<file path="config.mk">
export PLATFORM = sky130hd
export DESIGN_NAME = jtframe_db15_tx
export DESIGN_NICKNAME = d
export VERILOG_FILES = /design/src/rtl/jtframe_db15_tx.sv
export SDC_FILE = /design/constraint.sdc
export NUM_CORES = 1
export LEC_CHECK = 0
export BUFFER_PORTS_ARGS = -buffer_cell sky130_fd_sc_hd__buf_2
export CAP_MARGIN = 10
export CORE_UTILIZATION = 35
export CTS_CLUSTER_SIZE = 10
export DETAILED_ROUTE_END_ITERATION = 8
export SETUP_SLACK_MARGIN = 0.5
export SYNTH_ARGS = -nofsm -noshare
export SYNTH_HDL_FRONTEND = slang
export SYNTH_SLANG_ARGS = --single-unit
export TNS_END_PERCENT = 100
</file>
<file path="constraint.sdc">
create_clock -name clk_sys -period 2.4 [get_ports clk_sys]
set_input_delay 0.48 -clock clk_sys [delete_from_list [all_inputs] [get_ports clk_sys]]
set_output_delay 0.48 -clock clk_sys [all_outputs]
set_load 0.03 [all_outputs]
</file>
<file path="src/rtl/jtframe_db15_tx.sv">
// jtframe_db15_tx
// Serializes the player controls onto a DB15-style shift-register link. The
// reading host pulls joy_load low to latch the controls, releases it, then
// clocks the bits out on joy_clk rising edges. Buttons go out active-low.
//
// Configuration macro: JTFRAME_DB15_TX_2P_EN
//   defined   -> 24-bit frame, joy1 bit0..11 followed by joy2 bit0..11
//   undefined -> 12-bit frame, joy1 only, joy2 ignored
//
// Parameters
//   TIMEOUT      clk_sys cycles with no joy_clk rising edge before a frame
//                in progress is abandoned
//   SYNC_STAGES  synchronizer depth for joy_clk / joy_load (2..3)
//
// Ports
//   clk_sys      system clock
//   RESET        asynchronous active-high reset
//   joy1, joy2   controls, active-high (0 up,1 down,2 left,3 right,
//                4..9 B1..B6, 10 start, 11 coin)
//   joy_clk      host shift clock, asynchronous
//   joy_load     host load strobe, active-low, asynchronous
//   joy_data     serial data, 0 = pressed, idles at 1
//   busy         frame loaded and not yet completed or abandoned
//   frame_done   one-cycle pulse when the last bit is consumed
//   timeout_err  one-cycle pulse when the watchdog abandons a frame
//   debug_state  current FSM state (IDLE=0, LOAD=1, SHIFT=2)
//
// Host handshake: joy_load low loads (and keeps reloading) the controls;
// its rising edge freezes the word. Each joy_clk rising edge while joy_load
// is high consumes one bit; joy_data always shows the next unconsumed bit.
module jtframe_db15_tx #(
    parameter logic [15:0] TIMEOUT     = 16'd50000,
    parameter int          SYNC_STAGES = 2
) (
    input  logic        clk_sys,
    input  logic        RESET,
    input  logic [11:0] joy1,
    input  logic [11:0] joy2,
    input  logic        joy_clk,
    input  logic        joy_load,
    output logic        joy_data,
    output logic        busy,
    output logic        frame_done,
    output logic        timeout_err,
    output logic [1:0]  debug_state
);

`ifdef JTFRAME_DB15_TX_2P_EN
    localparam int W = 24;
    logic [W-1:0] word;
    assign word = ~{joy2, joy1};
`else
    localparam int W = 12;
    logic [W-1:0] word;
    logic         unused_joy2;
    assign word        = ~joy1;
    assign unused_joy2 = ^joy2;
`endif

    localparam logic [4:0] FRAME_BITS = 5'(W);

    localparam logic [1:0] IDLE  = 2'd0;
    localparam logic [1:0] LOAD  = 2'd1;
    localparam logic [1:0] SHIFT = 2'd2;

    logic [1:0]             state;
    logic [SYNC_STAGES-1:0] clk_sync, load_sync;
    logic                   clk_prev;
    logic                   clk_s, load_s, clk_rise;
    logic [W-1:0]           sr;
    logic [4:0]             cnt;
    logic [15:0]            wd;

    // Synchronizers reset to 1 so that releasing RESET never looks like an
    // edge or a load request.
    always_ff @(posedge clk_sys or posedge RESET) begin
        if (RESET) begin
            clk_sync  <= '1;
            load_sync <= '1;
            clk_prev  <= 1'b1;
        end else begin
            clk_sync  <= {clk_sync[SYNC_STAGES-2:0], joy_clk};
            load_sync <= {load_sync[SYNC_STAGES-2:0], joy_load};
            clk_prev  <= clk_s;
        end
    end

    assign clk_s       = clk_sync[SYNC_STAGES-1];
    assign load_s      = load_sync[SYNC_STAGES-1];
    assign clk_rise    = clk_s & ~clk_prev;
    assign debug_state = state;

    always_ff @(posedge clk_sys or posedge RESET) begin
        if (RESET) begin
            state       <= IDLE;
            sr          <= '1;
            cnt         <= 5'd0;
            wd          <= 16'd0;
            joy_data    <= 1'b1;
            busy        <= 1'b0;
            frame_done  <= 1'b0;
            timeout_err <= 1'b0;
        end else begin
            frame_done  <= 1'b0;
            timeout_err <= 1'b0;
            case (state)
                IDLE: begin
                    joy_data <= 1'b1;
                    busy     <= 1'b0;
                    wd       <= 16'd0;
                    if (!load_s) state <= LOAD;
                end
                LOAD: begin
                    busy <= 1'b1;
                    wd   <= 16'd0;
                    cnt  <= 5'd0;
                    // In LOAD, load_s high can only be its rising edge: the
                    // word loaded on the previous cycles stays frozen.
                    if (load_s) begin
                        state <= SHIFT;
                    end else begin
                        sr       <= word;
                        joy_data <= word[0];
                    end
                end
                SHIFT: begin
                    busy <= 1'b1;
                    // A load request outranks any coincident shift edge.
                    if (!load_s) begin
                        state <= LOAD;
                        wd    <= 16'd0;
                    end else if (clk_rise) begin
                        sr  <= {1'b1, sr[W-1:1]};
                        cnt <= cnt + 5'd1;
                        wd  <= 16'd0;
                        if (cnt + 5'd1 == FRAME_BITS) begin
                            frame_done <= 1'b1;
                            joy_data   <= 1'b1;
                            busy       <= 1'b0;
                            state      <= IDLE;
                        end else begin
                            joy_data <= sr[1];
                        end
                    end else if (wd + 16'd1 == TIMEOUT) begin
                        timeout_err <= 1'b1;
                        joy_data    <= 1'b1;
                        busy        <= 1'b0;
                        wd          <= 16'd0;
                        state       <= IDLE;
                    end else begin
                        wd <= wd + 16'd1;
                    end
                end
                default: begin
                    state    <= IDLE;
                    joy_data <= 1'b1;
                    busy     <= 1'b0;
                end
            endcase
        end
    end

endmodule

</file>
Yosys cells after proc, flatten, opt, wreduce, memory -nomap -nowiden
Cells that the tools add are included.

Equal/unequal tests: 12. Magnitude comparators: 0. Add/sub/neg operators: 2. Divide/modulo/power cells: 0. Reductions and logical operators: 8. Mux-type cells: 37. $mul: 0. Shift-type cells: 0. Bitwise logic cells: 3.

Operators with widths (number): 16-bit 2-to-1 mux (3); 12-bit 2-to-1 mux (3); 16-bit one-hot mux with 2 select lines (1); 12-bit one-hot mux with 2 select lines (1); 1-bit 2-to-1 mux (17); 16-bit by 1-bit adder with 16-bit output, second input constant (1); 16-bit == test, second input constant (1); 2-bit 2-to-1 mux (6); 12-bit NOT (1); 5-bit 2-to-1 mux (2); 2-bit inequality test, second input constant (5); 5-bit one-hot mux with 2 select lines (1); 4-bit inequality test, second input constant (2); 4-bit AND reduction (2); 2-bit one-hot mux with 3 select lines (1); 3-bit AND reduction (2); 5-bit by 1-bit adder with 5-bit output, second input constant (1); 5-bit by 4-bit == test with 1-bit output, second input constant (1); 1-bit one-hot mux with 2 select lines (2); 2-bit nonzero test (2); 3-bit inequality test, second input constant (1); 2-bit by 1-bit == test with 1-bit output, second input constant (1); 2-bit == test, second input constant (1); 2-bit zero test (1); 3 further kinds (3).

Flip-flop bits (word level): 44. Memories: 0. Word-level logic and storage cells: 73. Bits in writable memories: 0. Memory bits (read-only): 0. Input bits: 28. Latch bits: 0.

Logic depth before layout (Yosys ltp)
Word-level depth: 6. Mapped depth: 9. Depth with buffers taken out: 8.

Worst setup path before layout
OpenSTA, ideal clock, no wires.

Path type: flip-flop to flip-flop. Start: reg wd[0]. End: reg state[1] (netlist: debug_state[1]). Buffers on the path: 0. Arrival: 2.166 ns. Stages on the path, launching flop included: 8. Data required time: 2.275 ns. Slack: 0.109 ns. Path through: dfrtp_1 ha_1 nand3_2 or3_1 a221oi_2 o2111ai_4 a21oi_4 mux2_4.

Cells in the longest elaborated chain, start to end: 4.

RTL lines: start, declared (RTL line 72) `logic [15:0] wd;`; start signal, assigned (RTL line 151) `wd <= wd + 16'd1;`; 16-bit by 1-bit adder with 16-bit output (RTL line 144) `end else if (wd + 16'd1 == TIMEOUT) begin`; 16-bit == test (RTL line 144); 4-bit inequality test (no source line); 4-bit AND reduction (no source line); end signal, assigned (RTL line 140) `state <= IDLE;`; end signal, assigned (RTL line 149) `state <= IDLE;`; end signal, assigned (RTL line 155) `state <= IDLE;`; end, declared (RTL line 66) `logic [1:0] state;`.

Every way passes these cells. A chain may end at the register's enable or synchronous reset.

Worst setup path after layout
Same ends and word-level chain as after synthesis.

==> results.toml <==
[status]
status = "finished clean"

[detailed_routing]
drt-met1-wl_microns = 2460
drtPass1Iterations = 5
drtAntennaViolNets = 0
drt-vias-per-instance = 5.32
num_vias = 2037
met3_length_microns = 159
drt_iter0_drc = 137
drc = 0
dr.max_layer_used = "met4"
routed_wl_microns = 5390
wl_met2_microns = 2740
wl_per_cell_microns = 14.1

[placed_design]
pre_cts_ws_ns = 0.135
dpl.hpwl_microns = 3740
dp.cells = 366
dpl_cell_area_sq_um = 2620
io_buffers = 21
place_congestion = 0.860

[power]
combPwrFrac_pct = 36.6
pwr-share-seq_pct = 41.7
switching_share_pct = 36.1
internal_power_mw = 1.55
leakagePower_nw = 1.22
clkPwrFrac_pct = 21.6
power_mw = 2.42
power_density_nw_per_um2 = 826
p_sw_mw = 0.875
ir_drop_mv = 0.454

[sta]
tightest_slew_ns = 0.640
finalCritPeriodShare_pct = 89.9
rsz0062_at_grt = "yes"
finalHoldViolCount = 0
fmax_ghz = 0.463
finalSetupViolCount = 0
drv_slew = 0
slew_headroom_pct = 57.1
hold_slack_ns = 0.182
min_period_ns = 2.16
fin_skew_ns = 0.00394
setup_ws_ns = 0.241
fin_tns_setup_ns = 0

[critical_path]
crit_chain = "ha_4, nand3_4, or3_4, a221oi_4, o2111ai_4, a21oi_4, mux2_4"
slowest_delay_ns = 0.40
crit_family = "compound AO/OA/AOI/OAI gates"
cp.required_ns = 2.58
crit_slowest_cell = "dfrtp_1"
crit_fanout = 3
start_kind = "flip-flop"
crit_path_end_kind = "flip-flop"
cp.arrival_ns = 2.34
path_buf_inv = 0
path_class = "flip-flop to flip-flop"

[floorplanning]
die_w_microns = 83.8
start_util_pct = 36.6
io_pins = 34
die_height_microns = 83.8
die_area_sq_um = 7020
design.core.area_sq_um = 6390
num_rows = 29

[global_route]
track_usage_pct = 16.0
grt-ovfl-total = 0
antenna_found_initial = 0
grt_first_pass_wirelength_microns = 9160
grt_pass1_vias = 1947
grt_max_degree = 23

[synthesis]
synth_top_area_share_pct = 27.8
syn_inst = 263
ys.flop_type = "dfrtp_1"
yosys.area.top_type = "dfrtp_1"
synth_most_common_cell = "nor2_1"
synth.top_cells.by_count = "40 x nor2_1, 31 x nand2_1, 26 x dfrtp_1"
synth_edf_count = 0
synthArstFlopShare_pct = 100
ys_seq_elements = 43
synth_area_sq_um = 2340
synth.area.top_cells = "dfrtp_1 28%, dfstp_2 19%, nor2_1 6.4%, o21ai_0 5.1%, nand2_1 5.0%"
synth-seq-area-share_pct = 46.9
syn_area_per_cell_sq_um = 8.90
ys_types = 44
yosysWarningCount = 0
syn_nets = 297

[clocking]
clkSinkCount = 43
hold_buffers = 0
cts_root_buffer = "clkbuf_8"
clk_latency_ns = 0.29
max-clock-path-buffers = 2
htreeDepth = 2
cts_tree = "done"
clk_pin_slew_ns = 0.08
cts_buffers = 5

[hold_path]
hp-class = "input port to async pin"

[finish]
drive_above_1_share_pct = 32.0
diodes = 0
syn_to_final_growth_pct = 25.5
design_area_sq_um = 2940
utilization_pct = 46.0
stdcell_count = 383
final_net_count = 339

[run]
cap_viol_max_count = 0
-- cells in the final DEF, fill, tap and decap left out, types with 2 or more instances in the layout --
cell	instances
nand3_2	4
nor2_2	2
inv_1	9
buf_4	17
ha_1	5
nor3_1	6
dfrtp_1	25
nand2_1	30
clkbuf_8	5
and3_1	2
o21ai_0	21
a21oi_1	18
o31ai_1	3
nor2_1	37
o21ai_2	2
nand3_1	11
mux2i_1	3
nand2b_1	2
nand3_4	2
buf_6	5
dfstp_2	17
buf_2	21
nor2_4	2
o22ai_1	3
and4_4	2
a31oi_1	6
nand4_1	9
-- kinds of logic (layout without fill, tap and decap cells) --
family / Yosys count / after routing / share of synthesized area (%)
simple gates: 122 / 122 / 25.8
compound gates: 68 / 68 / 18.7
flops: 43 / 43 / 46.9
buf+inv: 19 / 62 / 3.10
fa+ha+maj: 6 / 6 / 3.21
mux: 4 / 4 / 1.92
xor+xnor: 1 / 1 / 0.374
-- flip-flops by register name (all words and copies together) (netlist names) --
register,flops
wd,16
sr,11
cnt,5
clk_sync,2
debug_state,2
load_sync,2
busy,1
clk_prev,1
frame_done,1
joy_data,1
timeout_err,1
-- power groups by stage --
stage	Combinational [mW]	Sequential, mW	Clock (mW)
floorplan	0.547	1.06	0
global placement	0.802	1.02	0
detailed placement	0.817	1.02	0
CTS	0.844	1.01	0.543
global route	0.994	1.03	0.583
finish	0.888	1.01	0.524
-- area by class of cell --
class	instances	area [sq um]
sequential	43	1100
multi-input combinational	201	1300
timing repair buffer	44	297
clock buffer	7	97.6
fill	617	3450
clock inverter	1	6.26
tap	77	96.3
inverter	10	37.5
-- metal layers --
layer,track usage (%),vias up
li1,-,1029
met1,20.6,969
met2,28.0,35
met3,3.07,4
met4,3.24,0
met5,0,-
-- repair_timing --
action	4_1_cts	5_1_grt
cloned	0	1
pin swaps	10	8
buffers inserted	5	3
setup endpoints to repair	25	27
resized for setup	15	16
-- path summary, 6_finish.rpt --
| kind | startpoint | endpoint | slack, ns | cells after the start |
|---|---|---|---|---|
| worst max-delay path | wd[0] | debug_state[1] | 0.24 | 7 |
| worst min-delay path | RESET | frame_done | 0.18 | 2 |
| worst max register to register | wd[0] | debug_state[1] | 0.24 | 7 |
| worst min register to register | clk_sync[0] | clk_sync[1] | 0.36 | 0 |
| max in group asynchronous | RESET | sr[9] | 1.61 | 3 |
| min in group clk_sys | joy_clk | clk_sync[0] | 0.28 | 1 |
(Power assumes the default switching activity.)
